<file path="config.mk">
export PLATFORM = sky130hd
export DESIGN_NAME = pow_seq
export DESIGN_NICKNAME = d
export VERILOG_FILES = /design/src/rtl/pow_seq.sv
export SDC_FILE = /design/constraint.sdc
export NUM_CORES = 1
export LEC_CHECK = 0
export CAP_MARGIN = 20
export CORE_UTILIZATION = 45
export CTS_CLUSTER_SIZE = 40
export DETAILED_ROUTE_END_ITERATION = 10
export PLACE_DENSITY = 0.78
export SLEW_MARGIN = 40
export SYNTH_ARGS = -nofsm -noshare
export SYNTH_HDL_FRONTEND = slang
export SYNTH_SLANG_ARGS = --single-unit
</file>
<file path="constraint.sdc">
create_clock -name clk -period 3.7 [get_ports clk]
set_input_delay 0.74 -clock clk [delete_from_list [all_inputs] [get_ports clk]]
set_output_delay 0.74 -clock clk [all_outputs]
set_load 0.03 [all_outputs]
</file>
<file path="src/rtl/pow_seq.sv">
// Square-and-multiply sequencer computing y = x^n (IEEE-754 single) through a shared,
// externally registered multiplier. Optional zero/denormal bypass: define POW_ZERO_BYPASS_EN.
module pow_seq #(
  parameter int N_W     = 8,
  parameter int MUL_LAT = 1
) (
  input  logic           clk,
  input  logic           rst_n,
  input  logic           start,
  input  logic [31:0]    x,
  input  logic [N_W-1:0] n,
  output logic [31:0]    mul_a,
  output logic [31:0]    mul_b,
  input  logic [31:0]    mul_c,
  output logic [31:0]    result,
  output logic           done,
  output logic           busy
);

  localparam logic [31:0] ONE_F = 32'h3F80_0000;
  localparam int          CNT_W = (MUL_LAT < 1) ? 1 : $clog2(MUL_LAT + 1);
  localparam logic [CNT_W-1:0] CNT_LAST = CNT_W'(MUL_LAT);

  typedef enum logic [1:0] {S_IDLE, S_STEP, S_WAIT, S_DONE} state_t;
  typedef enum logic {OP_ACC, OP_SQ} op_t;

  state_t           state, state_nxt;
  op_t              op, op_nxt;
  logic [31:0]      acc, acc_nxt;
  logic [31:0]      base, base_nxt;
  logic [N_W-1:0]   e, e_nxt;
  logic             sgn, sgn_nxt;
  logic [CNT_W-1:0] cnt, cnt_nxt;
  logic [31:0]      mul_a_nxt, mul_b_nxt, result_nxt;

  // NOTE: sequential state uses non-blocking assignments so every register samples
  // the pre-edge values computed by the combinational block.
  always_ff @(posedge clk or negedge rst_n) begin
    if (!rst_n) begin
      state  <= S_IDLE;
      op     <= OP_ACC;
      acc    <= '0;
      base   <= '0;
      e      <= '0;
      sgn    <= 1'b0;
      cnt    <= '0;
      mul_a  <= '0;
      mul_b  <= '0;
      result <= '0;
    end else begin
      state  <= state_nxt;
      op     <= op_nxt;
      acc    <= acc_nxt;
      base   <= base_nxt;
      e      <= e_nxt;
      sgn    <= sgn_nxt;
      cnt    <= cnt_nxt;
      mul_a  <= mul_a_nxt;
      mul_b  <= mul_b_nxt;
      result <= result_nxt;
    end
  end

  // NOTE: every signal assigned here gets a default first so no path infers a latch.
  always_comb begin
    state_nxt  = state;
    op_nxt     = op;
    acc_nxt    = acc;
    base_nxt   = base;
    e_nxt      = e;
    sgn_nxt    = sgn;
    cnt_nxt    = cnt;
    mul_a_nxt  = mul_a;
    mul_b_nxt  = mul_b;
    result_nxt = result;

    case (state)
      S_IDLE: begin
        if (start) begin
`ifdef POW_ZERO_BYPASS_EN
          // Zero/denormal base with nonzero exponent is a signed zero; skip the multiplier.
          if ((x[30:23] == 8'h00) && (n != '0)) begin
            result_nxt = {x[31] & n[0], 31'b0};
            state_nxt  = S_DONE;
          end else begin
            acc_nxt   = ONE_F;
            base_nxt  = {1'b0, x[30:0]};
            e_nxt     = n;
            sgn_nxt   = x[31] & n[0];
            state_nxt = S_STEP;
          end
`else
          acc_nxt   = ONE_F;
          base_nxt  = {1'b0, x[30:0]};
          e_nxt     = n;
          sgn_nxt   = x[31] & n[0];
          state_nxt = S_STEP;
`endif
        end
      end

      S_STEP: begin
        cnt_nxt = '0;
        if (e == '0) begin
          result_nxt = {sgn, acc[30:0]};
          state_nxt  = S_DONE;
        end else if (e[0]) begin
          mul_a_nxt = acc;
          mul_b_nxt = base;
          op_nxt    = OP_ACC;
          state_nxt = S_WAIT;
        end else begin
          mul_a_nxt = base;
          mul_b_nxt = base;
          op_nxt    = OP_SQ;
          state_nxt = S_WAIT;
        end
      end

      S_WAIT: begin
        // Product is valid on the last WAIT cycle, MUL_LAT edges after operand launch.
        if (cnt == CNT_LAST) begin
          if (op == OP_ACC) begin
            acc_nxt   = mul_c;
            e_nxt[0]  = 1'b0;
          end else begin
            base_nxt  = mul_c;
            e_nxt     = e >> 1;
          end
          state_nxt = S_STEP;
        end else begin
          cnt_nxt = cnt + 1'b1;
        end
      end

      S_DONE: state_nxt = S_IDLE;

      default: state_nxt = S_IDLE;
    endcase
  end

  assign done = (state == S_DONE);
  assign busy = (state == S_STEP) || (state == S_WAIT);

endmodule

</file>
==> summary.txt, run 1 <==
Outcome
  • Status: completed

Global route
  • Vias in the first global route: 5265
  • Initial antenna violation count: 0
  • First-pass GRT wire length: 28.11 mm
  • Grt ovf: 0
  • GRT Overall Usage: 0.2080
  • Largest net degree at the start of global routing: 92

Critical path
  • CP Launch Type: register
  • Crit-path cells: inv_1 -> ha_1 -> clkdlybuf4s50_1
  • CP Data Required Time: 2.96 ns
  • Crit Path Class: register to output port
  • WP data arrival: 1.96 ns
  • R2r startpoint: e[6]$_DFFE_PN0P_
  • CP endpoint kind: output port
  • Worst Path Max Fanout: 4
  • Crit path max-delay family: buffers and inverters
  • Worst path max stage delay: 0.71 ns
  • Worst Setup SP: state[0]$_DFFE_PN0P_
  • Slowest CP cell: clkdlybuf4s50_1
  • Worst Path Buf+Inv: 2

Power
  • Seq pwr share: 0.341
  • Internal Pwr Total: 5.949 mW
  • Clock power frac: 0.176
  • Switching Share: 0.3738
  • Power Density: 933.5 nW/um^2
  • Power share of the combinational group: 0.483
  • Net switching power: 3.551 mW
  • Leak pwr: 4.279 nW
  • Maximum VDD drop: 515.0 uV

Yosys
  • Netlist Area Pre-Place: 7694 um^2
  • Post-synth EDFFs: 0
  • Syn Nets: 611
  • Yosys cell types: 30
  • Synth Register Bits: 173
  • Post-synthesis average cell area: 14.49 um^2
  • Synth Instances: 531
  • Post-synth ARST share: 1.000
  • Yosys warning total: 0
  • Sequential fraction of the synthesis area: 0.5627
  • Ys flop type: dfrtp_1

Cells and area
  • Layout cells sized above 1: 0.2734
  • Post-layout util: 0.6115
  • Antenna cell count: 0
  • Most frequent cells in the layout: 172 x dfrtp_1, 171 x clkdlybuf4s50_1, 147 x mux2_2, 67 x mux2_1, 28 x nand2_1
  • Commonest non-fill, non-tap cell in the layout: dfrtp_1
  • Nets: 785
  • Synth-to-layout area growth: 32.28%
  • FILL cells: 1288

STA
  • Setup TNS: 0 ns
  • Final setup violation count: 0
  • Slew HR: 0.4980
  • Hold Fails Final Rpt: 0
  • Worst Clk Skew: 0.006473 ns
  • Final Cycle Share: 0.7288
  • Worst-Margin Slew: 0.7521 ns
  • Max Slew Vio Count: 0
  • Post-route minimum period: 2.697 ns
  • Maximum clock frequency: 370.8 MHz
  • RSZ-0062 raised after global routing: no

Clock network
  • Clock transition at path regs: 0.06 ns
  • CTS Sinks: 173
  • Worst-Skew Late Latency: 0.42 ns
  • CTS root buf: clkbuf_16
  • Post-CTS Setup Inserts: 0
  • CTS tree: yes
  • Clock Path Buffers: 2
  • H-tree lvl count: 4
  • CTS Hold Bufs: 0
  • # resized after CTS: 0
  • CTS Buf Count: 17

Die
  • Initial Util: 0.4623
  • Die ar.: 17620 um^2
  • Core area: 16640 um^2
  • Die width: 132.8 um
  • Die Height: 132.8 um
  • Row cnt: 47
  • Num ports: 173

Routing
  • Iteration-0 DRC Markers: 126
  • Antenna Violating Nets Remaining: 0
  • Mean routed wirelength per cell: 18.15 um
  • DRC errors left: 0
  • Via count: 4721
  • Via/cell ratio: 5.038
  • Routed WL: 17.00 mm
  • DRT Pass-1 Iters: 4

Hold path
  • Hold Crit Class: primary input to asynchronous set/reset pin

Placed design
  • DP HPWL: 11.51 mm
  • Port bufs: 172
  • Gpl congestion: 0.7841

Run
  • Max Cap Viol: 0
[power by group through the flow]
stage / sequential [mW] / clock [mW] / combinational [mW]
floorplan: 3.96 / 0 / 2.37
global placement: 3.22 / 0 / 4.50
detailed placement: 3.28 / 0 / 4.63
CTS: 3.25 / 1.71 / 4.65
global route: 3.36 / 1.78 / 4.91
finish: 3.24 / 1.67 / 4.58
[final cells by class]
cell class                      instances  area (um^2)  share of cell area
Clock buffer                           26        479.2             0.04709
Clock inverter                          5        58.81            0.005778
Inverter                               27        101.3            0.009958
Multi-Input combinational cell        302         3092              0.3038
Sequential cell                       173         4330              0.4255
Tap cell                              220        275.3             0.02705
Timing Repair Buffer                  184         1841              0.1808
[through the flow]
step	cell area (um^2)	hold slack, ns	cells	total power, mW	setup slack, ns
floorplan	7694	0.4444	531	6.326	1.632
detailed placement	9637	0.4729	906	7.903	0.9358
finish	10180	0.3668	937	9.500	1.003
global placement	9637	0.4638	906	7.722	0.9810
CTS	10170	0.4315	937	9.606	0.9795
global route	10180	0.4203	937	10.05	0.8853
[worst paths after layout]
path	to	slack, ns	cells after the start
setup / recovery	busy	1.00	3
hold / removal	mul_b[20]$_DFFE_PN0P_	0.37	1
setup reg to reg	result[18]$_DFFE_PN0P_	1.09	4
hold reg to reg	acc[31]$_DFFE_PN0P_	0.48	1
max in group asynchronous	acc[24]$_DFFE_PN0P_	2.43	2
min in group clk	acc[31]$_DFFE_PN0P_	0.48	1
[flip-flops by register name, indices dropped and copies added, names as in the netlist]
register  flops
cnt           1
mul_b        32
mul_a        32
e             8
acc          32
base         32
result       32
state         2
op            1
sgn           1
[cell usage after synthesis, drive strengths merged, types with 3 or more instances]
| master | instances | area (um^2) |
|---|---|---|
| buf | 21 | 162.7 |
| clkbuf | 8 | 30.03 |
| dfrtp | 173 | 4329 |
| ha | 5 | 62.56 |
| inv | 27 | 101.3 |
| mux2 | 214 | 2410 |
| mux2i | 25 | 250.2 |
| nand2 | 28 | 105.1 |
| nand2b | 8 | 50.05 |
| nor2 | 3 | 13.77 |
[layer usage]
layer / up-vias / GRT usage / wire (um)
met5: - / 0 / 0
met4: 0 / 0.07088 / 269
met3: 19 / 0.07011 / 1182
met2: 122 / 0.3363 / 8124
met1: 2388 / 0.2613 / 7425
li1: 2192 / - / -
[logic make-up after synthesis]
group / share of synthesized area
AO/OA/AOI/OAI: 0.01301
buffers and inverters: 0.03822
adder cells (fa/ha/maj): 0.008131
flip-flops: 0.5627
AND/OR/NAND/NOR: 0.03220
multiplexers: 0.3457
(Power assumes the default switching activity.)
==> run 2: changes to the inputs <==
PLACE_DENSITY = 0.8   (was 0.78)
clock period = 2.2 ns   (was 3.7 ns; I/O delays follow)
==> run 2 against run 1 <==
  * Combinational power increased by 76%
  * Sequential cell count unchanged
  * Critical endpoint is now base[16]$_DFFE_PN0P_
  * Power increased by 71%
  * Die area unchanged
==> summary.txt, run 2 (synthesis results as in run 1) <==
Cells and area
  • Commonest non-fill, non-tap cell in the layout: dfrtp_1 (unchanged)
  • Nets: 804 (was 785)
  • Antenna cell count: 0 (unchanged)
  • FILL cells: 1232 (was 1288)
  • Final Cell Area: 10380 um^2 (was 10180 um^2)
  • Layout cells sized above 1: 0.2985 (was 0.2734)
  • Final non-filler cell total: 957 (was 937)
  • Most frequent cells in the layout: 172 x dfrtp_1, 169 x clkdlybuf4s50_1, 147 x mux2_2, 67 x mux2_1, 28 x nand2_1 (was 172 x dfrtp_1, 171 x clkdlybuf4s50_1, 147 x mux2_2, 67 x mux2_1, 28 x nand2_1)
  • Synth-to-layout area growth: 34.93% (was 32.28%)

Critical path
  • R2r setup slk: 0.09 ns (was 1.09 ns)
  • Crit-path cells: inv_1 -> ha_1 -> and2b_4 -> a2111oi_4 -> buf_4 -> mux2_2 (was inv_1 -> ha_1 -> clkdlybuf4s50_1)
  • CP Data Required Time: 2.51 ns (was 2.96 ns)
  • WP data arrival: 2.41 ns (was 1.96 ns)
  • Crit Path Class: register to register (was register to output port)
  • CP endpoint kind: register (was output port)
  • CP Launch Type: register (unchanged)
  • Worst path max stage delay: 0.44 ns (was 0.71 ns)
  • Worst Path Max Fanout: 9 (was 4)
  • Slowest CP cell: a2111oi_4 (was clkdlybuf4s50_1)

Clock network
  • CTS Buf Count: 17 (unchanged)
  • Clock Path Buffers: 2 (unchanged)
  • CTS Sinks: 173 (unchanged)
  • CTS tree: yes (unchanged)
  • Clock transition at path regs: 0.07 ns (was 0.06 ns)
  • CTS root buf: clkbuf_16 (unchanged)
  • H-tree lvl count: 4 (unchanged)
  • Worst-Skew Late Latency: 0.42 ns (about the same)

Die
  • Die Height: 132.8 um (unchanged)
  • Die ar.: 17620 um^2 (unchanged)
  • Core area: 16640 um^2 (unchanged)
  • Initial Util: 0.4623 (unchanged)
  • Die width: 132.8 um (unchanged)
  • Num ports: 173 (unchanged)
  • Row cnt: 47 (unchanged)

STA
  • Max Slew Vio Count: 0 (unchanged)
  • Final setup violation count: 0 (unchanged)
  • Slew HR: 0.7007 (was 0.4980)
  • Hold Fails Final Rpt: 0 (unchanged)
  • RSZ-0062 raised after global routing: yes (was no)
  • Maximum clock frequency: 474.9 MHz
  • Worst-Margin Slew: 0.4453 ns (was 0.7521 ns)
  • Post-route minimum period: 2.106 ns
  • Final Cycle Share: 0.9572
  • Worst Clk Skew: 0.007822 ns (was 0.006473 ns)

Placed design
  • Port bufs: 172 (unchanged)
  • DP HPWL: 12.35 mm (was 11.51 mm)
  • DP Cell Count: 921 (was 906)
  • Area after DPL: 9799 um^2 (was 9637 um^2)
  • Gpl congestion: 0.7495 (was 0.7841)

Routing
  • Via count: 4851 (was 4721)
  • Antenna Violating Nets Remaining: 0 (unchanged)
  • Mean routed wirelength per cell: 18.24 um (was 18.15 um)
  • DRC errors left: 0 (unchanged)
  • Via/cell ratio: 5.069 (was 5.038)
  • Iteration-0 DRC Markers: 200 (was 126)
  • Routed WL: 17.46 mm (was 17.00 mm)
  • DRT Pass-1 Iters: 4 (unchanged)

Power
  • Leak pwr: 4.400 nW (was 4.279 nW)
  • Power Density: 1568 nW/um^2 (was 933.5 nW/um^2)
  • Maximum VDD drop: 922.0 uV (was 515.0 uV)

Global route
  • First-pass GRT wire length: 28.50 mm (was 28.11 mm)
  • Initial antenna violation count: 0 (unchanged)
  • Vias in the first global route: 5418 (was 5265)
  • Grt ovf: 0 (unchanged)
  • GRT Overall Usage: 0.2117 (was 0.2080)
  • Largest net degree at the start of global routing: 47 (was 92)

Hold path
  • Hold Crit Class: register to register (was primary input to asynchronous set/reset pin)

Run
  • Max Cap Viol: 0 (unchanged)

Outcome
  • Status: completed (unchanged)
==> run 2: worst paths after layout <==
check / start / to / cells past startpoint
max: state[1]$_DFFE_PN0P_ / base[16]$_DFFE_PN0P_ / 6
min: mul_b[1]$_DFFE_PN0P_ / mul_b[1]$_DFFE_PN0P_ / 1
max reg2reg: state[1]$_DFFE_PN0P_ / base[16]$_DFFE_PN0P_ / 6
min reg2reg: mul_b[1]$_DFFE_PN0P_ / mul_b[1]$_DFFE_PN0P_ / 1
max in group asynchronous: rst_n / result[14]$_DFFE_PN0P_ / 3
min in group asynchronous: rst_n / mul_b[17]$_DFFE_PN0P_ / 2
==> run 2: repair_timing <==
item / 4_1_cts / 5_1_grt
hold buffers: 1 / 0
gates resized for setup: 2 / 1
setup endpoints to repair: 2 / 52
hold endpoints to repair: 39 / 0
buffers inserted: 0 / 3
==> run 2: final cells by class <==
| type | instances | area [um^2] | area share |
|---|---|---|---|
| clock buffer | 21 | 460.4 | 0.04435 |
| tap | 220 | 275.3 | 0.02652 |
| timing repair buffer | 203 | 2034 | 0.1960 |
| sequential | 173 | 4330 | 0.4171 |
| inverter | 27 | 101.3 | 0.009763 |
| clock inverter | 11 | 87.58 | 0.008437 |
| multi-input combinational | 302 | 3092 | 0.2978 |
==> run 2: metrics by stage <==
stage	hold slack, ns	power [mW]	setup TNS, ns	worst slack (ns)	utilization
after floorplan	0.1444	10.64	0	0.2013	-
after global placement	0.3911	13.29	-5.657	-0.1467	0.5888
after detailed placement	0.4033	13.59	-5.405	-0.1277	0.5888
after CTS	0.4908	16.42	0	0.04327	0.6222
after global routing	0.5090	17.20	-0.01314	-0.005187	0.6238
final	0.4877	16.27	0	0.09412	0.6238
==> run 2: power breakdown <==
part           internal (mW)  switching [mW]  leakage, nW
registers               4.58           0.875         2.13
logic                   4.06            4.01         2.01
clock network           1.52            1.24        0.262
total                   10.2            6.12         4.40
==> run 2: layer usage <==
metal	GRT usage	vias up	part of all wire	wire [um]
met1	0.2642	2469	0.44	7665
met3	0.06245	20	0.055	956
met5	0	-	0	0
li1	-	2238	-	-
met2	0.3497	124	0.49	8567
met4	0.07535	0	0.015	269
==> run 2: critical path, delay by kind of cell, from the launching register on <==
family / cells / cell delay, ns
flops: 1 / 0.41
simple gates: 1 / 0.20
compound gates: 1 / 0.44
buf+inv: 2 / 0.37
fa+ha+maj: 1 / 0.23
mux: 1 / 0.35
==> run 3: changes to the inputs <==
CELL_PAD_IN_SITES_DETAIL_PLACEMENT = 0   (was not set)
CELL_PAD_IN_SITES_GLOBAL_PLACEMENT = 2   (was not set)
CORE_UTILIZATION = 31   (was 45)
CTS_CLUSTER_DIAMETER = 150   (was not set)
PLACE_DENSITY = 0.81   (was 0.8)
==> run 3 against run 2 <==
  * Combinational power is 0.6% lower
  * Sequential share of layout area decreased by 0.65 points
  * Hold slack got worse by 0.48 ns
  * Design area rose by 1.6%
  * Non-clock buffer count is 3 lower
  * Worst setup slack got worse by 0.021 ns
  * Sequential power is essentially flat
  * Clock-buffer cell count shrank 2
  * Routed wire length rose by 6.6%
  * Sequential cell count is the same
  * Utilization decreased by 19 points
  * Largest cell class unchanged
==> summary.txt, run 3 (synthesis results as in run 1) <==
Critical path
  • Slowest CP cell: dfrtp_1 (was a2111oi_4)
  • Crit path max-delay family: buffers and inverters (was compound AO/OA/AOI/OAI gates)
  • WP data arrival: 2.43 ns (was 2.41 ns)
  • CP Data Required Time: 2.51 ns (about the same)
  • Worst Path Buf+Inv: 2 (unchanged)
  • Crit-path cells: inv_1 -> ha_1 -> and2b_4 -> a2111oi_4 -> buf_4 -> mux2_2 (unchanged)
  • Crit Path Class: register to register (unchanged)
  • CP Launch Type: register (unchanged)
  • CP endpoint kind: register (unchanged)
  • Worst path max stage delay: 0.40 ns (was 0.44 ns)
  • Worst Path Max Fanout: 15 (was 9)

Cells and area
  • Antenna cell count: 0 (unchanged)
  • Commonest non-fill, non-tap cell in the layout: dfrtp_1 (unchanged)
  • Synth-to-layout area growth: 37.06% (was 34.93%)
  • Layout cells sized above 1: 0.2984 (was 0.2985)
  • FILL cells: 2233 (was 1232)
  • Most frequent cells in the layout: 172 x dfrtp_1, 169 x clkdlybuf4s50_1, 147 x mux2_2, 67 x mux2_1, 28 x nand2_1 (unchanged)
  • Nets: 801 (was 804)
  • Final non-filler cell total: 1058 (was 957)

Global route
  • Initial antenna violation count: 0 (unchanged)
  • Largest net degree at the start of global routing: 61 (was 47)
  • Grt ovf: 0 (unchanged)
  • First-pass GRT wire length: 30.00 mm (was 28.50 mm)
  • GRT Overall Usage: 0.1538 (was 0.2117)
  • Vias in the first global route: 5333 (was 5418)

Die
  • Die ar.: 25450 um^2 (was 17620 um^2)
  • Initial Util: 0.3164 (was 0.4623)
  • Die Height: 159.5 um (was 132.8 um)
  • Die width: 159.5 um (was 132.8 um)
  • Core area: 24320 um^2 (was 16640 um^2)
  • Row cnt: 57 (was 47)
  • Num ports: 173 (unchanged)

Routing
  • DRT Pass-1 Iters: 4 (unchanged)
  • Via/cell ratio: 4.550 (was 5.069)
  • Routed WL: 18.61 mm (was 17.46 mm)
  • Mean routed wirelength per cell: 17.59 um (was 18.24 um)
  • Antenna Violating Nets Remaining: 0 (unchanged)
  • Iteration-0 DRC Markers: 127 (was 200)
  • DRC errors left: 0 (unchanged)
  • Via count: 4814 (was 4851)

STA
  • Final setup violation count: 0 (unchanged)
  • Worst Clk Skew: 0.009021 ns (was 0.007822 ns)
  • Max Slew Vio Count: 0 (unchanged)
  • Worst-Margin Slew: 0.5956 ns (was 0.4453 ns)
  • RSZ-0062 raised after global routing: yes (unchanged)
  • Post-route minimum period: 2.127 ns (was 2.106 ns)
  • Setup ws final: 0.07284 ns (was 0.09412 ns)
  • Slew HR: 0.6029 (was 0.7007)
  • Hold Fails Final Rpt: 0 (unchanged)
  • Final Cycle Share: 0.9669 (was 0.9572)
  • Maximum clock frequency: 470.1 MHz (was 474.9 MHz)

Clock network
  • Worst-Skew Late Latency: 0.42 ns (about the same)
  • H-tree lvl count: 4 (unchanged)
  • CTS Buf Count: 17 (unchanged)
  • CTS Hold Bufs: 0 (was 1)
  • CTS Sinks: 173 (unchanged)
  • CTS tree: yes (unchanged)
  • Clock transition at path regs: 0.07 ns (about the same)
  • Clock Path Buffers: 2 (unchanged)
  • CTS root buf: clkbuf_16 (unchanged)

Placed design
  • Port bufs: 172 (unchanged)
  • Gpl congestion: 0.7599 (was 0.7495)
  • Setup WS pre-CTS: -0.2200 ns (was -0.1277 ns)
  • DP Cell Count: 1026 (was 921)
  • DP HPWL: 12.83 mm (was 12.35 mm)

Hold path
  • Hold Crit Class: primary input to asynchronous set/reset pin (was register to register)

Power
  • Leak pwr: 4.418 nW (was 4.400 nW)
  • Power Density: 1580 nW/um^2 (was 1568 nW/um^2)
  • Maximum VDD drop: 709.6 uV (was 922.0 uV)

Outcome
  • Status: completed (unchanged)

Run
  • Max Cap Viol: 0 (unchanged)
-- run 3: changes by cell type in the layout (fill, tap and decap cells not counted), sizes merged --
cell / before / now
buf: 31 / 29
bufinv: 0 / 3
clkbuf: 21 / 19
clkinv: 6 / 3
clkinvlp: 3 / 2
dlygate4sd3: 1 / 0
inv: 29 / 32
-- run 3: layer usage --
| metal | global-route usage | wire [um] | vias to the layer above |
|---|---|---|---|
| met1 | 0.1909 | 8325 | 2450 |
| met2 | 0.2682 | 9383 | 109 |
| li1 | - | - | 2240 |
| met5 | 0 | 0 | - |
| met4 | 0.04545 | 175 | 0 |
| met3 | 0.03152 | 721 | 15 |
-- run 3: layout make-up --
class / instances / area, um^2 / area share
clock buffers: 19 / 442.9 / 0.04200
clock inverters: 13 / 180.2 / 0.01709
inverters: 27 / 101.3 / 0.009611
multi-input cells: 302 / 3092 / 0.2932
flip-flops and latches: 173 / 4330 / 0.4107
well taps: 324 / 405.4 / 0.03844
repair buffers: 200 / 1993 / 0.1890
-- run 3: final timing paths --
check                           slack [ns]  cells after the start                    end             startpoint
worst max-delay path                  0.07                      6   base[19]$_DFFE_PN0P_   state[0]$_DFFE_PN0P_
worst min-delay path                 0.006                      1   mul_b[0]$_DFFE_PN0P_                  rst_n
worst max register to register        0.07                      6   base[19]$_DFFE_PN0P_   state[0]$_DFFE_PN0P_
worst min register to register        0.49                      1  mul_b[29]$_DFFE_PN0P_  mul_b[29]$_DFFE_PN0P_
max in group asynchronous             1.49                      2   mul_b[8]$_DFFE_PN0P_                  rst_n
min in group clk                      0.49                      1  mul_b[29]$_DFFE_PN0P_  mul_b[29]$_DFFE_PN0P_
-- run 3: report_power, final --
group	switching, mW	internal [mW]
clock network	1.32	1.85
logic	4.00	4.01
registers	0.897	4.58
total	6.22	10.4
-- run 3: worst reg2reg max path, cell delays in order (launching register included) --
cell and delay [ns]:
dfrtp_1 0.40, inv_1 0.11, ha_1 0.23, and2b_4 0.19, a2111oi_4 0.37, buf_4 0.34, mux2_2 0.38
-- run 3: stage by stage --
stage | total power, mW | hold WS [ns] | TNS, ns | utilization | cell area, um^2
after floorplan | 10.64 | 0.1444 | 0 | - | 7694
after global placement | 13.46 | 0.4540 | -6.816 | 0.4081 | 9925
after detailed placement | 13.71 | 0.4686 | -7.567 | 0.4081 | 9925
after CTS | 16.95 | 0.003619 | 0 | 0.4336 | 10550
after global routing | 17.65 | 0.03346 | -0.03255 | 0.4336 | 10550
final | 16.66 | 0.006196 | 0 | 0.4336 | 10550
-- run 3: repair_timing --
item	in CTS	in global routing
pin swaps	0	0
setup endpoints to repair	2	7
setup buffers	0	0
resized for setup	2	0
endpoints found under the hold margin	0	0
